[config.mk]
export PLATFORM = sky130hd
export DESIGN_NAME = seq_mult_32bit
export DESIGN_NICKNAME = d
export VERILOG_FILES = /design/src/rtl/seq_mult_32bit.sv
export SDC_FILE = /design/constraint.sdc
export NUM_CORES = 1
export LEC_CHECK = 0
export ABC_CLOCK_PERIOD_IN_PS = 14350
export BUFFER_PORTS_ARGS = -buffer_cell sky130_fd_sc_hd__buf_4
export CAP_MARGIN = 20
export CORE_ASPECT_RATIO = 0.7
export CORE_MARGIN = 2
export CORE_UTILIZATION = 35
export DETAILED_ROUTE_END_ITERATION = 12
export HOLD_SLACK_MARGIN = 0.08
export PLACE_DENSITY_LB_ADDON = 0.25
export SETUP_SLACK_MARGIN = 0.4
export SYNTH_ARGS = -nofsm -noshare
export SYNTH_HDL_FRONTEND = slang
export SYNTH_SLANG_ARGS = --single-unit
[constraint.sdc]
create_clock -name clk -period 14.35 [get_ports clk]
set_input_delay 0.7175 -clock clk [delete_from_list [all_inputs] [get_ports clk]]
set_output_delay 0.7175 -clock clk [all_outputs]
set_load 0.02 [all_outputs]
[src/rtl/seq_mult_32bit.sv]
// seq_mult_32bit: 32x32->64 unsigned shift-and-add multiplier built around a 32-bit CLA
module CLA_32bit_withLCU (
  input  logic [31:0] in1,
  input  logic [31:0] in2,
  input  logic        c_in,
  output logic [31:0] sum,
  output logic        c_out
);
  logic [31:0] g, p;
  logic        bc, gg, pp, ck;
  assign g = in1 & in2;
  assign p = in1 ^ in2;
  // eight 4-bit lookahead groups; the group generate/propagate pairs form the carry unit chain
  always_comb begin
    sum = '0;
    bc = c_in;
    gg = 1'b0;
    pp = 1'b1;
    ck = 1'b0;
    for (int b = 0; b < 8; b++) begin
      gg = 1'b0;
      pp = 1'b1;
      for (int k = 0; k < 4; k++) begin
        gg = g[4*b+k] | (p[4*b+k] & gg);
        pp = pp & p[4*b+k];
      end
      ck = bc;
      for (int k = 0; k < 4; k++) begin
        sum[4*b+k] = p[4*b+k] ^ ck;
        ck = g[4*b+k] | (p[4*b+k] & ck);
      end
      bc = gg | (pp & bc);
    end
    c_out = bc;
  end
endmodule

module seq_mult_32bit (
  input  logic        clk,
  input  logic        rst,
  input  logic        start,
  input  logic [31:0] op_a,
  input  logic [31:0] op_b,
  output logic        busy,
  output logic        done,
  output logic [31:0] prod_hi,
  output logic [31:0] prod_lo
);
  localparam int WIDTH = 32;
  typedef enum logic [1:0] {IDLE, RUN, DONE} state_t;
  state_t           state;
  logic [WIDTH-1:0] m, a, q, sum;
  logic [5:0]       cnt;
  logic             c_out;
  CLA_32bit_withLCU u_cla (
    .in1  (a),
    .in2  (q[0] ? m : '0),
    .c_in (1'b0),
    .sum  (sum),
    .c_out(c_out)
  );
  assign prod_hi = a;
  assign prod_lo = q;
  // handshake FSM; each RUN step adds M when Q[0] is set and shifts {c_out,sum,Q} right by one
  always_ff @(posedge clk) begin
    if (rst) begin
      state <= IDLE;
      m     <= '0;
      a     <= '0;
      q     <= '0;
      cnt   <= '0;
      busy  <= 1'b0;
      done  <= 1'b0;
    end else begin
      case (state)
        IDLE: if (start) begin
          m     <= op_a;
          a     <= '0;
          q     <= op_b;
          cnt   <= '0;
          busy  <= 1'b1;
          state <= RUN;
        end
        RUN: begin
          {a, q} <= {c_out, sum, q[WIDTH-1:1]};
          cnt    <= cnt + 6'd1;
          if (cnt == 6'd31) begin
            done  <= 1'b1;
            state <= DONE;
          end
        end
        DONE: begin
          done  <= 1'b0;
          busy  <= 1'b0;
          state <= IDLE;
        end
        default: state <= IDLE;
      endcase
    end
  end
endmodule
### Word-level counts from Yosys, hierarchy flattened

Cells that the tools add are included.

| operators by class | value |
|---|---|
| bitwise gates (word level) | 158 |
| multiplexer cells | 14 |
| equality and inequality tests | 5 |
| $add $sub $neg | 1 |
| reductions and logical operators | 9 |

Operators with widths:

| cell | number |
|---|---|
| 32-bit one-hot mux with 2 select lines | 2 |
| 32-bit two-way mux | 3 |
| 1-bit AND | 73 |
| 1-bit bitwise OR | 52 |
| 32-bit AND | 1 |
| 32-bit XOR | 1 |
| 1-bit XOR | 31 |
| 6-bit one-hot mux with 2 select lines | 1 |
| 2-bit AND reduction | 5 |
| 6-bit by 1-bit adder with 6-bit output, second input constant | 1 |
| 6-bit by 5-bit equality test with 1-bit output, second input constant | 1 |
| 6-bit two-way mux | 1 |
| 2-bit nonzero test | 3 |
| 2-bit two-way mux | 2 |
| 2-bit inequality test, second input constant | 2 |
| 1-bit one-hot mux with 2 select lines | 2 |
| 2-bit one-hot mux with 2 select lines | 1 |
| 2-bit by 1-bit equality test with 1-bit output, second input constant | 1 |
| 2-bit equality test, second input constant | 1 |
| 2-bit zero test | 1 |
| 1-bit two-way mux | 2 |

| storage, ports and cells | value |
|---|---|
| word-level logic and storage cells | 194 |
| input port bits | 67 |
| register bits | 106 |
| output and inout bits | 66 |

### Logic depth before layout (Yosys ltp)

Gate-level depths: netlist (run 1).

| depth | value |
|---|---|
| depth after elaboration | 28 |
| depth in mapped cells | 18 |
| depth with buffers taken out | 17 |

### Modules after synthesis

From an unflattened synthesis (run 1), not the netlist that was laid out.

| unflattened totals | value |
|---|---|
| cell total of the unflattened synthesis | 600 |
| area total of the unflattened synthesis | 5390.2 sq um |

By module, submodules not included:

| module | instances | cells an instance | area an instance (sq um) |
|---|---|---|---|
| seq_mult_32bit | 1 | 470 | 4068.9 |
| CLA_32bit_withLCU | 1 | 130 | 1321.3 |

### Worst setup path before layout (run 1)

Ideal clock, no wire load.

| timing | value |
|---|---|
| path kind | register to register |
| from | register q[0] (netlist: prod_lo[0]) |
| to | register a[30] (netlist: prod_hi[30]) |
| path buffers | 1 |
| data arrival time | 4.799 ns |
| setup slack | 9.481 ns |
| setup time | 0.070 ns |
| cell stages (with the launch flop) | 19 |
| cells stage by stage | dfxtp_1 > clkbuf_1 > and2_1 > ha_1 > inv_1 > fa_1 > fa_1 > fa_1 > and4b_1 > a221o_1 > a31oi_4 > o31ai_1 > o21ai_0 > fa_1 > fa_1 > fa_1 > xnor2_1 > nand2_1 > a21oi_1 |

| on the way | value |
|---|---|
| cells in the longest elaborated chain, start to end | 28 |

Ends and longest elaborated chain:

| what | RTL line | text |
|---|---|---|
| start: declaration | 52 | `logic [WIDTH-1:0] m, a, q, sum;` |
| start signal: assignment | 79 | `q <= op_b;` |
| start signal: assignment | 85 | `{a, q} <= {c_out, sum, q[WIDTH-1:1]};` |
| 32-bit two-way mux * | 57 | `.in2 (q[0] ? m : '0),` |
| 32-bit XOR or 32-bit AND (tied branches) | 12, 11 |  |
| 1-bit AND | 24 | `gg = g[4*b+k] \| (p[4*b+k] & gg);` |
| 1-bit bitwise OR | 24 |  |
| 1-bit AND | 24 |  |
| 1-bit bitwise OR | 24 |  |
| 1-bit AND | 24 |  |
| 1-bit bitwise OR | 24 |  |
| [12 not listed] | n/a |  |
| 1-bit AND | 30 | `ck = g[4*b+k] \| (p[4*b+k] & ck);` |
| 1-bit bitwise OR | 30 |  |
| 1-bit AND | 30 |  |
| 1-bit bitwise OR | 30 |  |
| 1-bit AND | 30 |  |
| 1-bit bitwise OR | 30 |  |
| 1-bit XOR * | 29 | `sum[4*b+k] = p[4*b+k] ^ ck;` |
| 32-bit one-hot mux with 2 select lines * | 75 | `case (state)` |
| end signal: assignment | 85 |  |
| end: declaration | 52 |  |

Every way passes the cells marked *; elsewhere a longest branch is shown, timed or not.
A chain may end at the register's enable or synchronous reset.

### Final worst setup path (run 1)

Ends and elaborated chain as after synthesis.

==> results of run 1 <==
## logic make-up after synthesis
logic type / synth area share (%)
and+or+nand+nor: 19.7
AOI/OAI and AO/OA: 16.3
buffers and inverters: 6.30
DFF: 40.2
muxes: 0.213
adders and majority gates: 16.2
xor gates and xnor gates: 1.16
## registers in the layout, indices dropped and copies added (netlist names)
register / flops
busy: 1
done: 1
state: 2
m: 32
prod_hi: 32
cnt: 6
prod_lo: 32
## where the power goes
part | total [mW] | leakage [nW] | internal (mW) | switching, mW
registers | 0.319 | 0.866 | 0.309 | 0.0104
clock network | 0.253 | 0.148 | 0.137 | 0.116
logic | 0.0962 | 1.89 | 0.0395 | 0.0567
## Yosys cell counts (2+ instances only)
cell type and number:
nand2_1 150, dfxtp_1 106, a21oi_1 78, nor2_1 50
inv_1 47, ha_1 30, fa_1 24, clkbuf_1 22
a22oi_1 21, o21ai_0 21, nand3_1 11, nor4_1 11
and2_1 9, o21ai_1 9, buf_1 7, buf_2 7
xnor2_1 7, a21o_1 5, a221o_1 2, a22o_1 2
and3_1 2, nand3b_1 2, nand4_1 2, nor3_1 2
o21bai_1 2, o31ai_1 2
## worst paths after layout
kind / start / endpoint / slack [ns] / depth (start not counted)
hold reg to reg: m[7]$_SDFFE_PP0P_ / m[7]$_SDFFE_PP0P_ / 0.45 / 2
hold / removal: m[7]$_SDFFE_PP0P_ / m[7]$_SDFFE_PP0P_ / 0.45 / 2
setup reg to reg: prod_lo[0]$_SDFFE_PP0P_ / prod_hi[30]$_SDFFE_PP0P_ / 9.20 / 18
setup / recovery: prod_lo[0]$_SDFFE_PP0P_ / prod_hi[30]$_SDFFE_PP0P_ / 9.20 / 18
## area by class of cell
cell class                 instances  area (µm²)  area share (%)
clock buffer                       9         225            3.34
clock inverter                     7        76.3            1.13
tap                              195         244            3.62
timing repair buffer             140        1060            15.7
inverter                          47         176            2.62
sequential                       106        2120            31.5
multi-input combinational        456        2830            42.1
## through the flow
step | area (µm²) | utilization, % | hold slack, ns
6_report | 6740 | 45.8 | 0.451
5_1_grt | 6740 | 45.8 | 0.477
4_1_cts | 6720 | 45.6 | 0.456
3_5_place_dp | 6420 | 43.6 | 0.445
3_3_place_gp | 6420 | 43.6 | 0.445
2_1_floorplan | 5280 | - | 0.432
## layer usage
layer	global-route usage (%)	part of all wire (%)	vias up
met4	4.87	1.3	0
met5	0	0	-
met3	4.21	4.6	10
li1	-	-	2364
met2	29.0	46	101
met1	23.7	48	2203
## worst max-delay path: stages (launching register included)
cell and delay [ns]:
dfxtp_1 0.31, buf_4 0.34, and2_1 0.19, ha_1 0.14, inv_1 0.05, fa_1 0.37
fa_1 0.39, fa_1 0.44, and4b_1 0.27, a221o_1 0.22, a31oi_4 0.14, o31ai_1 0.34
o21ai_0 0.19, fa_1 0.44, fa_1 0.44, fa_1 0.42, xnor2_1 0.16, nand2_1 0.07
a21oi_1 0.15
==> metrics.csv, run 1 <==
metric,value,unit
status,finished clean,
Final Non-Filler Cells,960,
Starting DRT DRC Count,235,
Max Transition Viols Final,0,
Synth area leaders,"dfxtp_1 (40%), nand2_1 (11%), fa_1 (9.1%)",
Synth Instances,647,
clock-pin slew on the worst setup and hold paths,0.07,ns
#FFs+latches synth,106,
Routed wire per std cell,14.4,µm
Num CTS Buffers,9,
syn_nets,768,
RePlAce Congestion,0.801,
CTS tree,done,
Final WS setup,9.20,ns
Via-to-Cell Ratio,4.87,
most frequent cells in the layout,"nand2_1 (150), buf_4 (139), dfxtp_1 (106)",
share of cells above drive strength 1,21.3,%
PwrDens,99.2,mW/mm²
max-cap viol count,0,
I/O pins,133,
sequential-to-total area share from yosys stat,40.2,%
Starting Density,35.9,%
initial antenna violation count,0,
synthesized area per cell,8.16,µm²
GRT overflow,0,
Layout Nets,881,
post-route ant nets,0,
placeable core area,0.0147,mm²
critical path class,reg2reg,
postcts setup bufs,0,
# diodes,0,
Worst Tran Pin Value,1.01,ns
DRC,0,
die span in y,107,µm
first-pass GRT wire length,22.6,mm
Buffers on Ports,132,
HPWL Detailed,9.74,mm
Synth top area share,40.2,%
async set or reset register ratio after synthesis,0,%
worst skew pair latency,0.35,ns
pre-CTS WS,9.20,ns
die width,151,µm
Mapped Area,0.00528,mm²
Synth cell types,42,
Rel. slew slack,32.7,%
achievable clock frequency,194,MHz
Final min period,5.15,ns
Post-synth EDFFs,0,
WL final,13.8,mm
CP Capture Type,flip-flop,
Root Driver,clkbuf_16,
drt pass-1 iters,4,
"Hold Vio Cnt, Final",0,
Leak,2.91,nW
vias in the first global route,4640,
post_cts resized,0,
"Area growth, synth to finish",27.6,%
placed cells,943,
# fillers,1491,
Yosys top cell by area,dfxtp_1,
clock skew,0.00880,ns
Worst EP arrival,5.43,ns
Worst EP required,14.62,ns
largest net degree at the start of global routing,83,
peak supply drop,0.0536,mV
total negative slack,0,ns
ys flop type,dfxtp_1,
startpoint types,flip-flop,
clk buf depth,2,
period utilization,35.9,%
CP max FO,34,
total track usage,17.8,%
die area,0.0161,mm²
CTS HTree Levels,3,
"Hold-fix buffers, CTS",0,
"commonest non-fill, non-tap cell in the layout",nand2_1,
RSZ-0062 raised after global routing,no,
Final setup viols,0,
total power,0.668,mW
Vias,4678,
CTS sink count,106,
Synth Warn #,0,
worst hold path class,reg2reg,
Row Count,37,
No activity file was read; power rests on OpenSTA's default activity.
==> run 2: changes to the inputs <==
--- a/config.mk
+++ b/config.mk
@@ -5,7 +5,7 @@
 export SDC_FILE = /design/constraint.sdc
 export NUM_CORES = 1
 export LEC_CHECK = 0
-export ABC_CLOCK_PERIOD_IN_PS = 14350
+export ABC_CLOCK_PERIOD_IN_PS = 4300
 export BUFFER_PORTS_ARGS = -buffer_cell sky130_fd_sc_hd__buf_4
 export CAP_MARGIN = 20
 export CORE_ASPECT_RATIO = 0.7
==> constraint.sdc (replaced) <==
create_clock -name clk -period 4.3 [get_ports clk]
set_input_delay 0.215 -clock clk [delete_from_list [all_inputs] [get_ports clk]]
set_output_delay 0.215 -clock clk [all_outputs]
set_load 0.02 [all_outputs]
==> run 2 against run 1 <==
Register-to-register slack lost 9.1 ns. Sequential share of layout area down 1.1 points. Via count up 1.4%. Clock skew is 0.0028 ns higher. Count of clock-buffer cells in the layout stayed put. Hold slack got worse by 0.35 ns. Critical path type unchanged. Critical endpoint is now prod_hi[26]$_SDFFE_PP0P_. Largest cell class unchanged.
==> metrics.csv, run 2 (synthesis gave the netlist of run 1 again) <==
metric,value,unit,change
status,finished clean,,unchanged
post-route ant nets,0,,unchanged
max-cap viol count,0,,unchanged
WL final,14.5,mm,was 13.8 mm
WHS Path Cells,3,,was 2
# diodes,0,,unchanged
Buffers on Ports,132,,unchanged
worst hold path class,in2reg,,was reg2reg
R2R setup slack,0.13,ns,was 9.20 ns
HPWL Detailed,9.94,mm,was 9.74 mm
Num CTS Buffers,9,,unchanged
Worst path most repeated cell,fa_2,,was fa_1
Worst EP required,4.59,ns,was 14.62 ns
initial antenna violation count,0,,unchanged
CTS HTree Levels,3,,unchanged
Min-Delay Endpoint,m[19]$_SDFFE_PP0P_,,was m[7]$_SDFFE_PP0P_
achievable clock frequency,240,MHz,was 194 MHz
placeable core area,0.0147,mm²,unchanged
share of cells above drive strength 1,27.2,%,was 21.3%
Routed wire per std cell,14.8,µm,was 14.4 µm
hold_sp,op_a[19],,was m[7]$_SDFFE_PP0P_
Leak,3.05,nW,was 2.91 nW
Worst EP arrival,4.46,ns,was 5.43 ns
r2r worst-path depth,17,,was 18
startpoint types,flip-flop,,unchanged
RSZ-0062 raised after global routing,yes,,was no
peak supply drop,0.200,mV,was 0.0536 mV
CTS sink count,106,,unchanged
CP Capture Type,flip-flop,,unchanged
Final min period,4.17,ns,was 5.15 ns
die span in y,107,µm,unchanged
die width,151,µm,unchanged
die area,0.0161,mm²,unchanged
worst r2r src,prod_lo[0]$_SDFFE_PP0P_,,unchanged
Row Count,37,,unchanged
largest net degree at the start of global routing,83,,unchanged
RePlAce Congestion,0.766,,was 0.801
Starting Density,35.9,%,unchanged
Vias,4744,,was 4678
drt pass-1 iters,5,,was 4
Root Driver,clkbuf_16,,unchanged
Worst Tran Pin Value,1.00,ns,was 1.01 ns
vias in the first global route,4565,,was 4640
# fillers,1451,,was 1491
first-pass GRT wire length,23.1,mm,was 22.6 mm
Rel. slew slack,33.2,%,was 32.7%
"commonest non-fill, non-tap cell in the layout",buf_4,,was nand2_1
Final setup viols,0,,unchanged
CP cell instances,"and2_4, ha_4, inv_2, fa_2, fa_2, fa_2, and4b_1, a221o_1, a31oi_4, o31ai_2, a21oi_2, fa_2, fa_2, fa_2, xnor2_1, nand2_1, a21oi_2",,"was buf_4, and2_1, ha_1, inv_1, fa_1, fa_1, fa_1, and4b_1, a221o_1, a31oi_4, o31ai_1, o21ai_0, fa_1, fa_1, fa_1, xnor2_1, nand2_1, a21oi_1"
Via-to-Cell Ratio,4.86,,was 4.87
clock-pin slew on the worst setup and hold paths,0.07,ns,about the same
total track usage,18.1,%,was 17.8%
Layout Nets,898,,was 881
critical path class,reg2reg,,unchanged
CTS tree,done,,unchanged
total negative slack,0,ns,unchanged
R2R Path End,prod_hi[26]$_SDFFE_PP0P_,,was prod_hi[30]$_SDFFE_PP0P_
worst skew pair latency,0.36,ns,was 0.35 ns
most frequent cells in the layout,"buf_4 (155), nand2_1 (150), dfxtp_1 (104)",,"was nand2_1 (150), buf_4 (139), dfxtp_1 (106)"
slowest CP cell,fa_2,,was fa_1
PwrDens,324,mW/mm²,was 99.2 mW/mm²
Max Transition Viols Final,0,,unchanged
GRT overflow,0,,unchanged
Starting DRT DRC Count,280,,was 235
clk buf depth,2,,unchanged
period utilization,97.0,%,was 35.9%
"Hold-fix buffers, CTS",0,,unchanged
"Hold Vio Cnt, Final",0,,unchanged
"Area growth, synth to finish",32.4,%,was 27.6%
clock skew,0.0116,ns,was 0.00880 ns
CP max FO,4,,was 34
total power,2.27,mW,was 0.668 mW
Worst path max stage delay,0.38,ns,was 0.44 ns
I/O pins,133,,unchanged
DRC,0,,unchanged
==> run 2: repair_timing <==
item / in CTS / in global routing
gates resized for setup: 2 / 10
endpoints found under the hold margin: 0 / 0
pin swaps: 5 / 5
cloned: 0 / 0
setup endpoints to repair: 10 / 14
setup buffers: 16 / 1
==> run 2: layout make-up <==
type | instances | area [µm²] | share of cell area, %
timing repair buffer | 157 | 1190 | 17.0
clock buffer | 9 | 225 | 3.22
multi-input combinational | 456 | 2950 | 42.2
clock inverter | 7 | 86.3 | 1.23
inverter | 47 | 176 | 2.52
sequential | 106 | 2130 | 30.4
tap | 195 | 244 | 3.49
==> run 2: worst max path at each step <==
stage	from	to	slack [ns]	depth (start not counted)
floorplan	prod_lo[0]$_SDFFE_PP0P_	prod_hi[26]$_SDFFE_PP0P_	0.12	18
global placement	prod_lo[0]$_SDFFE_PP0P_	prod_hi[26]$_SDFFE_PP0P_	0.14	17
detailed placement	prod_lo[0]$_SDFFE_PP0P_	prod_hi[30]$_SDFFE_PP0P_	0.05	17
CTS	prod_lo[0]$_SDFFE_PP0P_	prod_hi[30]$_SDFFE_PP0P_	0.1	17
global route	prod_lo[0]$_SDFFE_PP0P_	prod_hi[30]$_SDFFE_PP0P_	-0.05	17
finish	prod_lo[0]$_SDFFE_PP0P_	prod_hi[26]$_SDFFE_PP0P_	0.13	17
==> run 2: power breakdown <==
| group | internal [mW] | switching (mW) |
|---|---|---|
| clock | 0.465 | 0.408 |
| combinational | 0.133 | 0.194 |
| sequential | 1.03 | 0.0358 |
==> run 2: through the flow <==
stage	hold slack [ns]	worst slack, ns	std cells	util [%]	cell area [µm²]
floorplan	0.351	0.121	647	-	5360
global placement	0.443	0.137	944	44.1	6500
detailed placement	0.445	0.0526	944	44.1	6500
CTS	0.0924	0.0999	976	47.1	6940
global route	0.0964	-0.0454	977	47.5	6990
finish	0.102	0.129	977	47.5	6990
==> run 2: worst max-delay path: cells and delay by family (launching register included) <==
kind | cells | cell delay, ns
flip-flops | 1 | 0.35
XOR/XNOR | 1 | 0.16
adder cells (fa/ha/maj) | 7 | 2.25
buffers and inverters | 1 | 0.03
AO/OA/AOI/OAI | 5 | 0.84
AND/OR/NAND/NOR | 3 | 0.47
==> run 2: metal layers <==
layer | track usage (%) | wire length (µm)
met3 | 5.53 | 1120
met2 | 27.6 | 6290
met1 | 25.5 | 6940
met4 | 3.74 | 116
met5 | 0 | 0
